[src/rtl/audio_volume_ramp.sv]
// audio_volume_ramp: master volume stage for 24-bit stereo samples.
// A 16-bit unsigned Q1.15 gain ramps toward its target once per frame.
// One shared signed multiplier scales L and then R. Results are
// saturated to 24 bits, and sticky clip and overrun flags are kept.
module audio_volume_ramp #(
  parameter int DATA_W = 24,
  parameter int COEF_W = 16,
  parameter logic [COEF_W-1:0] RAMP_STEP = 16'd64
) (
  input  logic              clk,
  input  logic              reset,
  input  logic              run,
  input  logic              vol_wr,
  input  logic [7:0]        vol_lsb,
  input  logic [7:0]        vol_msb,
  input  logic              mute,
  input  logic              clip_clr,
  input  logic              l_data_en,
  input  logic              r_data_en,
  input  logic [DATA_W-1:0] l_data_in,
  input  logic [DATA_W-1:0] r_data_in,
  output logic              l_data_valid,
  output logic              r_data_valid,
  output logic [DATA_W-1:0] l_data_out,
  output logic [DATA_W-1:0] r_data_out,
  output logic [COEF_W-1:0] gain_current,
  output logic              clip_l,
  output logic              clip_r,
  output logic              overrun
);

  localparam int PROD_W = DATA_W + COEF_W + 1;
  localparam int FRAC_W = COEF_W - 1;
  localparam logic signed [DATA_W-1:0] SAT_MAX = {1'b0, {(DATA_W-1){1'b1}}};
  localparam logic signed [DATA_W-1:0] SAT_MIN = {1'b1, {(DATA_W-1){1'b0}}};

  typedef enum logic [1:0] {IDLE, MUL_L, MUL_R, OUT} state_t;

  state_t                    state, state_next;
  logic                      accept, overrun_set;
  logic [COEF_W-1:0]         target, gain_use, eff_target;
  logic signed [DATA_W-1:0]  l_cap_p0, r_cap_p0;
  logic signed [DATA_W-1:0]  mul_a;
  logic signed [COEF_W:0]    mul_b;
  logic signed [PROD_W-1:0]  product, scaled;
  logic signed [DATA_W-1:0]  l_hold_p1;
  logic                      clip_l_p1;
  logic                      vld_p2;
  logic                      out_stage, clip_l_set, clip_r_set;

  // The shifted product overflows when its bits above the 24-bit sign
  // position are not all copies of the sign.
  function automatic logic overflows(input logic signed [PROD_W-1:0] s);
    logic [PROD_W-DATA_W:0] top;
    top = s[PROD_W-1:DATA_W-1];
    return !((&top) || (~|top));
  endfunction

  function automatic logic signed [DATA_W-1:0] saturate(input logic signed [PROD_W-1:0] s);
    if (overflows(s)) return s[PROD_W-1] ? SAT_MIN : SAT_MAX;
    return $signed(s[DATA_W-1:0]);
  endfunction

  // Move one step toward the target without overshooting it.
  function automatic logic [COEF_W-1:0] ramp(input logic [COEF_W-1:0] cur,
                                             input logic [COEF_W-1:0] tgt);
    if (cur < tgt) return ((tgt - cur) > RAMP_STEP) ? cur + RAMP_STEP : tgt;
    if (cur > tgt) return ((cur - tgt) > RAMP_STEP) ? cur - RAMP_STEP : tgt;
    return tgt;
  endfunction

  // A same-cycle volume write takes part in this frame's ramp step.
  assign eff_target = mute   ? '0 :
                      vol_wr ? {vol_msb, vol_lsb} : target;

  // Next state, frame acceptance, and overrun detection.
  always_comb begin
    state_next  = state;
    accept      = 1'b0;
    overrun_set = run && r_data_en && (state != IDLE);
    if (!run) begin
      state_next = IDLE;
    end else begin
      case (state)
        IDLE: if (r_data_en) begin
          state_next = MUL_L;
          accept     = 1'b1;
        end
        MUL_L:   state_next = MUL_R;
        MUL_R:   state_next = OUT;
        OUT:     state_next = IDLE;
        default: state_next = IDLE;
      endcase
    end
  end

  // FSM state register.
  always_ff @(posedge clk or posedge reset) begin
    if (reset) state <= IDLE;
    else       state <= state_next;
  end

  // p0: input capture runs on every strobe, even while busy.
  always_ff @(posedge clk or posedge reset) begin
    if (reset) begin
      l_cap_p0 <= '0;
      r_cap_p0 <= '0;
    end else begin
      if (l_data_en) l_cap_p0 <= l_data_in;
      if (r_data_en) r_cap_p0 <= r_data_in;
    end
  end

  // The target register resets to unity, so the stage fades in after reset.
  always_ff @(posedge clk or posedge reset) begin
    if (reset)       target <= 16'h8000;
    else if (vol_wr) target <= {vol_msb, vol_lsb};
  end

  // The frame latches the pre-ramp gain, then gain_current takes one step.
  always_ff @(posedge clk or posedge reset) begin
    if (reset) begin
      gain_current <= '0;
      gain_use     <= '0;
    end else if (!run) begin
      gain_current <= '0;
    end else if (accept) begin
      gain_use     <= gain_current;
      gain_current <= ramp(gain_current, eff_target);
    end
  end

  // Shared multiplier: L in MUL_L and R in MUL_R. The arithmetic shift
  // truncates toward minus infinity.
  assign mul_a   = (state == MUL_L) ? l_cap_p0 : r_cap_p0;
  assign mul_b   = $signed({1'b0, gain_use});
  assign product = PROD_W'(mul_a) * PROD_W'(mul_b);
  assign scaled  = product >>> FRAC_W;

  // p1: the saturated L result waits while R is multiplied.
  always_ff @(posedge clk or posedge reset) begin
    if (reset) begin
      l_hold_p1 <= '0;
      clip_l_p1 <= 1'b0;
    end else if (state == MUL_L) begin
      l_hold_p1 <= saturate(scaled);
      clip_l_p1 <= overflows(scaled);
    end
  end

  assign out_stage  = run && (state == MUL_R);
  assign clip_l_set = out_stage && clip_l_p1;
  assign clip_r_set = out_stage && overflows(scaled);

  // p2: L and R are presented together with a one-cycle valid.
  always_ff @(posedge clk or posedge reset) begin
    if (reset) begin
      l_data_out <= '0;
      r_data_out <= '0;
      vld_p2     <= 1'b0;
    end else begin
      vld_p2 <= out_stage;
      if (out_stage) begin
        l_data_out <= l_hold_p1;
        r_data_out <= saturate(scaled);
      end
    end
  end

  assign l_data_valid = vld_p2;
  assign r_data_valid = vld_p2;

  // Sticky flags. A set event in the same cycle as a clear wins.
  always_ff @(posedge clk or posedge reset) begin
    if (reset) begin
      clip_l  <= 1'b0;
      clip_r  <= 1'b0;
      overrun <= 1'b0;
    end else begin
      if (clip_l_set)       clip_l <= 1'b1;
      else if (clip_clr)    clip_l <= 1'b0;
      if (clip_r_set)       clip_r <= 1'b1;
      else if (clip_clr)    clip_r <= 1'b0;
      if (overrun_set)      overrun <= 1'b1;
      else if (clip_clr)    overrun <= 1'b0;
    end
  end

endmodule

[config.mk]
export PLATFORM = sky130hd
export DESIGN_NAME = audio_volume_ramp
export DESIGN_NICKNAME = d
export VERILOG_FILES = /design/src/rtl/audio_volume_ramp.sv
export SDC_FILE = /design/constraint.sdc
export NUM_CORES = 1
export LEC_CHECK = 0
export ABC_CLOCK_PERIOD_IN_PS = 8070
export BUFFER_PORTS_ARGS = -buffer_cell sky130_fd_sc_hd__buf_2
export CORE_MARGIN = 3
export CORE_UTILIZATION = 57
export CTS_BUF_LIST = sky130_fd_sc_hd__clkbuf_8
export DETAILED_ROUTE_END_ITERATION = 8
export MAX_ROUTING_LAYER = met4
export PLACE_DENSITY_LB_ADDON = 0.2
export SYNTH_ARGS = -nofsm -noshare
export SYNTH_HDL_FRONTEND = slang
export SYNTH_SLANG_ARGS = --single-unit
[constraint.sdc]
create_clock -name clk -period 8.07 [get_ports clk]
set_clock_uncertainty 0.2 [all_clocks]
set_input_delay 1.614 -clock clk [delete_from_list [all_inputs] [get_ports clk]]
set_output_delay 1.614 -clock clk [all_outputs]
set_load 0.005 [all_outputs]
==> summary.md <==
| Metric | Value |
|---|---|
| CTS tree | built |
| Power share of the clock group | 6.5% |
| Worst setup SP type | register |
| Hold-fix buffers at CTS | 0 |
| Critical path required time | 8270 ps |
| Starting density of the core | 58.04% |
| Util after Layout | 63.23% |
| GRT Residual Overflow | 0 |
| Core area | 0.03991 mm^2 |
| Iter 0 DRT Violations | 1060 |
| Row cnt | 73 |
| Int Pwr | 4.391 mW |
| Reg area | 0.004380 mm^2 |
| Mux share of post-synthesis cell area | 4.715% |
| Syn Area/Cell | 9.011 um^2 |
| Async S/R FF share, synth | 100.0% |
| Minimum clock period | 7851 ps |
| Port Buf Inserts | 140 |
| Setup WS pre-CTS | 97.90 ps |
| Yosys top cell by area | fa_1 |
| Initial antenna violation count | 0 |
| Top-area cell type share of the netlist area | 32.49% |
| Most frequent cell on the critical path | fa_1 |
| Top_reg_cell synth | dfrtp_1 |
| CTS Buf Count | 17 |
| CP arrival | 8050 ps |
| Hold slack final | 276.0 ps |
| Routed wire length | 61260 um |
| Most used routing layer | met2 |
| Crit. End Element | register |
| CTS sink cnt | 175 |
| Hold path startpoint | l_data_out[13] |
| Setup Viol. Count Final | 0 |
| Worst R2R Setup Slack | 220 ps |
| Die Wd | 207.6 um |
| VDD IR max | 0.0002768 V |
| Worst skew pair latency | 530 ps |
| Via count | 18050 |
| Post-synthesis adder-cell area fraction | 39.78% |
| Diode count | 0 |
| Hold WC Path Type | reg -> reg |
| Compound-Gate Fraction of Synth Area | 8.263% |
| Nets | 3261 |
| # fillers | 3444 |
| Distinct cells, synth | 72 |
| GR Util All Layers | 30.44% |
| Die height | 207.6 um |
| Synth Area in XOR/XNOR | 2.306% |
| Pins over their slew limit | 0 |
| Yosys warning count | 0 |
| H-tree Lvls | 4 |
| Antenna viol nets, final | 0 |
| Drt pass-1 iters | 6 |
| Worst setup margin | 219.4 ps |
| Vias in the first global route | 19520 |
| Seq/Total Area, Yosys | 18.91% |
| #FFs+latches synth | 175 |
| Main combinational cell family by area after synthesis | adder cells |
| Multi-input logic area | 0.01653 mm^2 |
| Ports | 141 |
| Combinational Power Share | 78.2% |
| Global Route met3 Usage | 4.050% |
| Final hold vios | 0 |
| Root Driver | clkbuf_8 |
| R2R depth | 27 |
| Final Cycle Share | 97.28% |
| Reg clk slew, reported paths | 100 ps |
| Kind of critical path | reg -> reg |
| WL/cell | 19.05 um |
| Psw | 5.135 mW |
| Hold Path Sink | l_data_out[13] |
| Max Cap Viol | 0 |
| Area growth, synth to finish | 8.933% |
| Critical path fanouts, max | 11 |
| Switching Share | 53.91% |
| Syn_nets | 3154 |
| Worst slew pin tran | 1144 ps |
| Global-route wire length before repair | 101300 um |
| Relative slew slack | 23.39% |
| R2R Path Start | state[1] |
| CP max-delay cell | fa_1 |
| Syn Inst Count | 2571 |
| Synth top area cells | fa_1 32%, dfrtp_1 19%, inv_1 8.3% |
| Worst r2r dst | l_hold_p1[18] |
| Layout cells sized above 1 | 13.12% |
| Fin Setup TNS | 0 ps |
| Max Root-Sink Buffers | 2 |
| Fmax | 127.4 MHz |
| Worst Hold Path Cells | 2 |
| Post-Synth Simple-Gate Area | 15.53% |
| Largest net degree at the start of global routing | 104 |
| Run status | finished, final reports clean |
| Power Density | 377.5 mW/mm^2 |
| Post-synth EDFFs | 0 |
| Met2 GRT Util | 49.76% |
| Cell area after synthesis | 0.02317 mm^2 |
| HPWL Detailed | 49210 um |
| Vias per Instance | 5.613 |
| Routability cong. | 0.9110 |
| # DRC | 0 |
| Die area | 0.04310 mm^2 |
| Seq pwr share | 15.3% |
| Crit path largest cell delay | 590 ps |
| Global routing usage on met1 | 38.46% |
| Lkg Pwr | 13.21 nW |
layer usage:
layer,vias to the layer above,routed length [um]
met3,160,3121
met2,594,30310
met4,0,2936
met1,9181,24890
met5,-,0
li1,8117,-
worst max path at each step:
stage | start | endpoint | slack [ps]
3_5_place_dp | state[1] | l_hold_p1[3] | 100
6_report | state[1] | l_hold_p1[18] | 220
4_1_cts | state[1] | l_hold_p1[1] | 60
5_1_grt | state[1] | l_hold_p1[18] | -10
3_3_place_gp | state[1] | l_hold_p1[1] | 230
2_1_floorplan | state[1] | l_hold_p1[1] | 160
cell usage after synthesis (2+ instances only):
library cell,count
o211a_1,3
a211o_1,8
o211ai_1,5
o32ai_1,2
nand3b_1,2
nand4_1,10
nand2_1,403
nor4_1,8
xnor2_1,44
and3_1,13
a21oi_1,106
nand2b_1,5
o311ai_0,2
o31ai_1,8
mux2i_1,27
a221o_1,4
inv_1,511
buf_2,15
nor3_1,9
nand3_1,30
dfrtp_1,174
a2111oi_0,4
ha_1,135
xor2_1,17
or3b_1,3
a221oi_1,6
a211oi_1,15
o221ai_1,3
and2_1,157
a31oi_1,8
o21ai_0,56
nor2_1,119
o2111ai_1,4
mux2_2,73
o21a_1,9
a21o_1,31
clkbuf_1,105
o21ai_1,4
o21bai_1,4
o2111a_1,2
nor2b_1,4
or3_1,9
and4_1,5
fa_1,376
buf_1,6
stage by stage:
step	cells	power (mW)	cell area, um^2
after global placement	3168	8.353	24500
after floorplan	2571	6.340	23170
after global routing	3216	10.57	25240
final	3216	9.526	25240
after CTS	3200	9.203	24890
after detailed placement	3168	8.539	24500
cells in the final DEF (no fill, tap or decap), types with 5 or more instances in the layout:
cell	instances
inv_1	509
dfrtp_1	174
nand2_1	403
a211o_1	8
and3_1	13
clkbuf_8	19
a31oi_1	7
xor2_1	17
a221oi_1	5
nor2_1	117
and4_1	5
nand2b_1	5
o31ai_1	7
ha_1	133
a21oi_2	5
fa_1	376
mux2_2	58
or3_1	9
mux2i_1	27
o211ai_1	5
and2_1	156
mux2_4	16
o21ai_0	56
o21a_1	9
buf_4	65
a211oi_1	13
xnor2_1	43
nor4_1	8
a21oi_1	102
buf_2	140
nand4_1	10
nor3_1	8
a21o_1	31
nand3_1	30
area by class of cell:
class	count	share of cell area, %
multi-input cells	1758	65.52
well taps	525	2.603
inverters	512	7.650
clock inverters	13	0.5107
repair buffers	214	5.325
flip-flops and latches	175	17.36
clock buffers	19	1.036
power groups by stage:
stage	combinational [mW]	clock (mW)	sequential, mW
detailed placement	7.08	0	1.46
finish	7.45	0.620	1.46
CTS	7.12	0.641	1.45
floorplan	5.03	0	1.31
global route	8.40	0.674	1.49
global placement	6.90	0	1.45
cell families after synthesis:
family | after synthesis
AND/OR/NAND/NOR | 785
buffers and inverters | 640
multiplexers | 100
adder cells (fa/ha/maj) | 511
flip-flops | 175
XOR/XNOR | 61
AO/OA/AOI/OAI | 299
state kept, by name (all words and copies together), names as in the netlist:
register	flops
clip_l	1
clip_l_p1	1
clip_r	1
gain_current	16
gain_use	16
l_cap_p0	24
l_data_out	24
l_data_valid	1
l_hold_p1	24
overrun	1
r_cap_p0	24
r_data_out	24
state	2
target	16
what timing repair did:
item | CTS | global route
gates resized for setup | 0 | 45
setup buffers | 0 | 11
endpoints found under the setup margin | 0 | 48
critical path, delay by kind of cell (launching register included):
family	cells	cell delay [ps]
AOI/OAI and AO/OA	7	1740
adders and majority gates	8	3700
buffers and inverters	7	800
DFF	1	410
muxes	1	200
and+or+nand+nor	4	670
Power figures use the tool's default switching activity.
